File: src/rtl/approx_mul_seq_pkg.sv
// approx_mul_seq_pkg: shared state encoding and digit/partial-product widths
package approx_mul_seq_pkg;
  localparam int DIGIT_W = 2;
  localparam int PP_W = 4;
  typedef enum logic [1:0] {ST_IDLE = 2'd0, ST_RUN = 2'd1, ST_DONE = 2'd2} state_t;
endpackage

File: src/rtl/approx_mul_seq_x2.sv
// x2_approx_mul: 2b x 2b approximate multiplier (3x3 -> 13, 2x2 -> 12, rest exact)
module x2_approx_mul
  import approx_mul_seq_pkg::*;
(
  input  logic [DIGIT_W-1:0] a,
  input  logic [DIGIT_W-1:0] b,
  output logic [PP_W-1:0]    p
);
  always_comb p = (a == 2'd3 && b == 2'd3) ? 4'd13 :
                  (a == 2'd2 && b == 2'd2) ? 4'd12 : PP_W'(a) * PP_W'(b);
endmodule

File: src/rtl/approx_mul_seq.sv
// approx_mul_seq: digit-serial approximate multiplier sharing one 2x2 datapath
module approx_mul_seq
  import approx_mul_seq_pkg::*;
#(
  parameter int WIDTH = 8
) (
  input  logic               clk,
  input  logic               resetn,
  input  logic               in_valid,
  output logic               in_ready,
  input  logic [WIDTH-1:0]   in_a,
  input  logic [WIDTH-1:0]   in_b,
  output logic               out_valid,
  input  logic               out_ready,
  output logic [2*WIDTH-1:0] out_res,
  output logic               out_ovf,
  output logic               busy
);
  localparam int DIGITS = WIDTH / 2;
  localparam int CW = $clog2(DIGITS);
  localparam int SW = $clog2(2 * WIDTH);
  localparam int AW = 2 * WIDTH;
  state_t state, nxt;
  logic [WIDTH-1:0] a_r, b_r;
  logic [CW-1:0] i, j;
  logic [AW-1:0] acc;
  logic ovf;
  logic [DIGIT_W-1:0] da, db;
  logic [PP_W-1:0] pp;
  logic [SW-1:0] sh;
  logic [AW:0] sum;
  logic j_end, last, accept;
  x2_approx_mul u_mul (.a(da), .b(db), .p(pp));
  always_comb begin
    da = DIGIT_W'(a_r >> {i, 1'b0});
    db = DIGIT_W'(b_r >> {j, 1'b0});
    sh = SW'({1'b0, i} + {1'b0, j}) << 1;
    sum = {1'b0, acc} + ((AW + 1)'(pp) << sh);
    j_end = j == CW'(DIGITS - 1);
    last = j_end && i == CW'(DIGITS - 1);
    accept = state == ST_IDLE && in_valid;
    in_ready = state == ST_IDLE;
    out_valid = state == ST_DONE;
    busy = state == ST_RUN || state == ST_DONE;
    out_res = acc;
    out_ovf = ovf;
    nxt = state == ST_IDLE ? (in_valid ? ST_RUN : ST_IDLE) :
          state == ST_RUN  ? (last ? ST_DONE : ST_RUN) :
          state == ST_DONE ? (out_ready ? ST_IDLE : ST_DONE) : ST_IDLE;
  end
  always_ff @(posedge clk or negedge resetn)
    if (!resetn) state <= ST_IDLE;
    else state <= nxt;
  // bit AW of the widened sum is the carry that left the accumulator
  always_ff @(posedge clk or negedge resetn)
    if (!resetn) begin
      a_r <= '0;
      b_r <= '0;
      acc <= '0;
      ovf <= 1'b0;
      i <= '0;
      j <= '0;
    end else if (accept) begin
      a_r <= in_a;
      b_r <= in_b;
      acc <= '0;
      ovf <= 1'b0;
      i <= '0;
      j <= '0;
    end else if (state == ST_RUN) begin
      acc <= sum[AW-1:0];
      ovf <= ovf | sum[AW];
      j <= j_end ? '0 : j + 1'b1;
      i <= j_end ? (last ? '0 : i + 1'b1) : i;
    end
endmodule

File: config.mk
export PLATFORM = sky130hd
export DESIGN_NAME = approx_mul_seq
export DESIGN_NICKNAME = d
export VERILOG_FILES = /design/src/rtl/approx_mul_seq_pkg.sv /design/src/rtl/approx_mul_seq_x2.sv /design/src/rtl/approx_mul_seq.sv
export SDC_FILE = /design/constraint.sdc
export NUM_CORES = 1
export LEC_CHECK = 0
export ABC_AREA = 1
export CORE_AREA = 2 2 140 74
export DETAILED_ROUTE_END_ITERATION = 8
export DIE_AREA = 0 0 142 76
export PLACE_DENSITY_LB_ADDON = 0.08
export SETUP_SLACK_MARGIN = 0.4
export SLEW_MARGIN = 20
export SYNTH_ARGS = -nofsm -noshare
export SYNTH_HDL_FRONTEND = slang
export SYNTH_HIERARCHICAL = 1
export SYNTH_SLANG_ARGS = --single-unit
File: constraint.sdc
create_clock -name clk -period 3.6 [get_ports clk]
set_clock_uncertainty 0.1 [all_clocks]
set_input_delay 0.72 -clock clk [delete_from_list [all_inputs] [get_ports clk]]
set_output_delay 0.72 -clock clk [all_outputs]
set_load 0.02 [all_outputs]
==> results_dict.tcl <==
set metrics [dict create \
    run_status "completed" \
    reg2reg_slack_ps 350 \
    synth_top_area_share_pct 34.77 \
    cp.required_ps 3720 \
    dieArea_mm2 0.01079 \
    tritoncts "done" \
    seq_power_share_pct 23.5 \
    ir_worst_vdd_uv 299.3 \
    synth.area.top_cells "dfrtp_1 35%, nand2_1 20%, ha_1 10%, inv_1 5.3%, nor2_1 5.1%" \
    drc 0 \
    rows 26 \
    path_clk_slew_ps 60 \
    postLayoutCoreUtil_pct 39.70 \
    timing.final.crit_share_pct 90.25 \
    final_max_slew_viol_count 0 \
    vias 2701 \
    worst_pin_slew_ps 960.5 \
    switching_share_pct 48.55 \
    htree_levels 2 \
    arrival_ps 3370 \
    synthCells 401 \
    syn_area_per_cell_um2 6.999 \
    grt_pass1_wl_mm 13.52 \
    setup-tns-final_ps 0 \
    final_nets 498 \
    start_kind "flop" \
    ant_nets 0 \
    die_w_um 142 \
    floorplan.initialDensity_pct 28.85 \
    fmax_ghz 0.3078 \
    end_kind "flop" \
    cts-root-buf "clkbuf_16" \
    synth_ff_type "dfrtp_1" \
    core_area_mm2 0.009727 \
    synth_top_area_cell "dfrtp_1" \
    antennaDiodeCount 0 \
    insertion_delay_ps 290 \
    hp-class "flop to flop" \
    p_leak_nw 1.887 \
    firstDrtPassIters 4 \
    cts_sinks 39 \
    ys_seq_elements 39 \
    rsz0062_at_grt "yes" \
    numCtsBuffers 5 \
    ios 40 \
    ys_seq_area_share_pct 34.77 \
    totalWireLength_mm 8.612 \
    async_reset_ff_share_pct 100.0 \
    power_density_mw_per_mm2 853.2 \
    hold_viol 0 \
    max_cap_viol_count 0 \
    fin_crit_ps 3249 \
    die_h_um 76 \
    drive_above_1_share_pct 20.70 \
    p_switching_mw 1.599 \
    clkPwrFrac_pct 13.7 \
    grt_use_total_pct 16.14 \
    power.internal_mw 1.695 \
    holdPathEnd "b_r[5]$_DFFE_PN0P_" \
    path_class "flop to flop" \
    yosysWarnings 6 \
    vias_per_cell 4.657 \
    dp_hpwl_mm 6.342 \
    cp_max_fo 8 \
    r2r_cells 16 \
    area_growth_pct 37.58 \
    first_iter_violations 141 \
    r2r-start "i[0]$_DFFE_PN0P_" \
    wire_per_inst_um 14.85 \
    ys_types 37 \
    synth_area_mm2 0.002806 \
    antenna_found_initial 0 \
    synth-edff-count 0 \
    slew_headroom_pct 35.97 \
    grt-ovfl-total 0 \
    syn-num-nets 446 \
    setup_viol 0 \
    port_buffers 39 \
    min_from "b_r[5]$_DFFE_PN0P_" \
    cts_max_path_buffers 2 \
    place_congestion 0.8817 \
    rr_endpoint "out_res[14]$_DFFE_PN0P_" \
    hold_depth 2 \
    n_fill_cell 1003 \
    grt_start_max_net_pins 40 \
    grt_pass1_vias 2458 \
    p_comb_share_pct 62.8 \
]
-- cell type report --
class,count,area (µm²),share of cell area (%)
multi-input cells,309,1909,49.45
flip-flops and latches,39,978.4,25.34
inverters,45,176.4,4.569
clock inverters,3,20.02,0.5185
well taps,126,157.7,4.083
clock buffers,5,125.1,3.240
repair buffers,53,494.2,12.80
-- worst max path at each step --
stage / start / endpoint / slack, ps / depth (start not counted)
2_1_floorplan: j[0]$_DFFE_PN0P_ / out_res[4]$_DFFE_PN0P_ / 630 / 15
3_3_place_gp: j[0]$_DFFE_PN0P_ / out_res[12]$_DFFE_PN0P_ / 250 / 18
3_5_place_dp: j[0]$_DFFE_PN0P_ / out_res[12]$_DFFE_PN0P_ / 220 / 18
4_1_cts: i[0]$_DFFE_PN0P_ / out_res[12]$_DFFE_PN0P_ / 390 / 18
5_1_grt: i[0]$_DFFE_PN0P_ / out_res[14]$_DFFE_PN0P_ / 160 / 20
6_report: i[0]$_DFFE_PN0P_ / out_res[14]$_DFFE_PN0P_ / 350 / 16
-- worst max-delay path: stages (launching register included) --
cell      delay, ps
dfrtp_2         490
ha_1            180
inv_1            50
fa_2            590
clkinv_4        130
nor2_1          160
a31oi_2          70
nor2_1          220
ha_1            330
buf_4           160
nand2_2         110
o21bai_1        100
a21oi_1         150
nand2_2         100
nand2_1          70
nand2_1          50
o21ai_1         120
-- sequential cells by signal (all words and copies together), names as in the netlist --
signal   count
state        2
out_res     16
b_r          8
j            2
out_ovf      1
a_r          8
i            2
-- cell usage in the layout, fill, tap and decap left out, drive strengths merged --
master         Yosys  layout
clkinv             1       2
inv               44      44
xnor2              2       2
a21oi             23      23
dfrtp             39      39
nand2            148     148
o21a               1       1
clkdlybuf4s50      0      38
and2               1       1
nand3b             2       2
clkinvlp           0       2
nand4              2       2
nand3             14      14
ha                23      23
or2                3       3
nor3               7       7
buf                5      15
nor2              39      39
nor4               1       1
o21bai             1       1
fa                 2       2
o21ai             24      24
clkbuf             3       5
mux2i              2       2
a22o               2       2
nor3b              1       1
a31oi              2       2
o31ai              1       1
a32o               2       2
o22ai              6       6
-- cells in the mapped netlist (2+ instances only) --
cell	instances
xnor2_1	2
nor2_1	38
inv_2	4
a31oi_1	2
a22o_1	2
nand3_1	14
o22ai_1	6
ha_1	23
nor3_1	7
a32o_1	2
nand2_1	146
o21ai_0	18
fa_1	2
o21ai_1	6
nand2_4	2
nand4_1	2
mux2i_1	2
inv_1	40
buf_2	4
dfrtp_1	39
clkbuf_1	2
a21oi_1	22
nand3b_1	2
-- through the flow --
step           area, µm²  std cells  hold WS, ps  power, mW  setup WS [ps]
6_report            3861        580        393.4      3.294          351.0
3_3_place_gp        3323        561        371.3      2.313          250.3
3_5_place_dp        3323        561        368.6      2.306          216.7
2_1_floorplan       2806        401        324.4      1.830          625.1
5_1_grt             3861        580        414.1      3.557          156.6
4_1_cts             3530        571        385.7      2.874          390.6
-- metal layers --
| metal | vias to the layer above | part of all wire [%] | global-route usage, % |
|---|---|---|---|
| met5 | - | 0 | 0 |
| met4 | 0 | 0.60 | 2.700 |
| met3 | 5 | 5.3 | 3.834 |
| li1 | 1401 | - | - |
| met1 | 1241 | 59 | 28.90 |
| met2 | 54 | 35 | 17.97 |
-- logic make-up (layout without fill, tap and decap cells) --
| logic type | after synthesis | after routing | synth area share (%) |
|---|---|---|---|
| AO/OA/AOI/OAI | 62 | 62 | 12.44 |
| XOR/XNOR | 2 | 2 | 0.6243 |
| adder cells (fa/ha/maj) | 25 | 25 | 11.68 |
| buffers and inverters | 53 | 106 | 7.757 |
| flip-flops | 39 | 39 | 34.77 |
| multiplexers | 2 | 2 | 0.7134 |
| AND/OR/NAND/NOR | 218 | 218 | 32.01 |
-- repair_timing --
action / 4_1_cts / 5_1_grt
resized for setup: 15 / 70
endpoints found under the setup margin: 12 / 13
gates cloned: 0 / 0
pin swaps: 1 / 12
buffers inserted: 2 / 9
hold buffers: 0 / 0
-- power groups by stage --
stage,clock network [mW],logic (mW),registers (mW)
2_1_floorplan,0,1.08,0.747
3_5_place_dp,0,1.57,0.739
6_report,0.451,2.07,0.773
4_1_cts,0.461,1.68,0.737
5_1_grt,0.485,2.28,0.795
3_3_place_gp,0,1.57,0.745
Power figures use the tool's default switching activity.
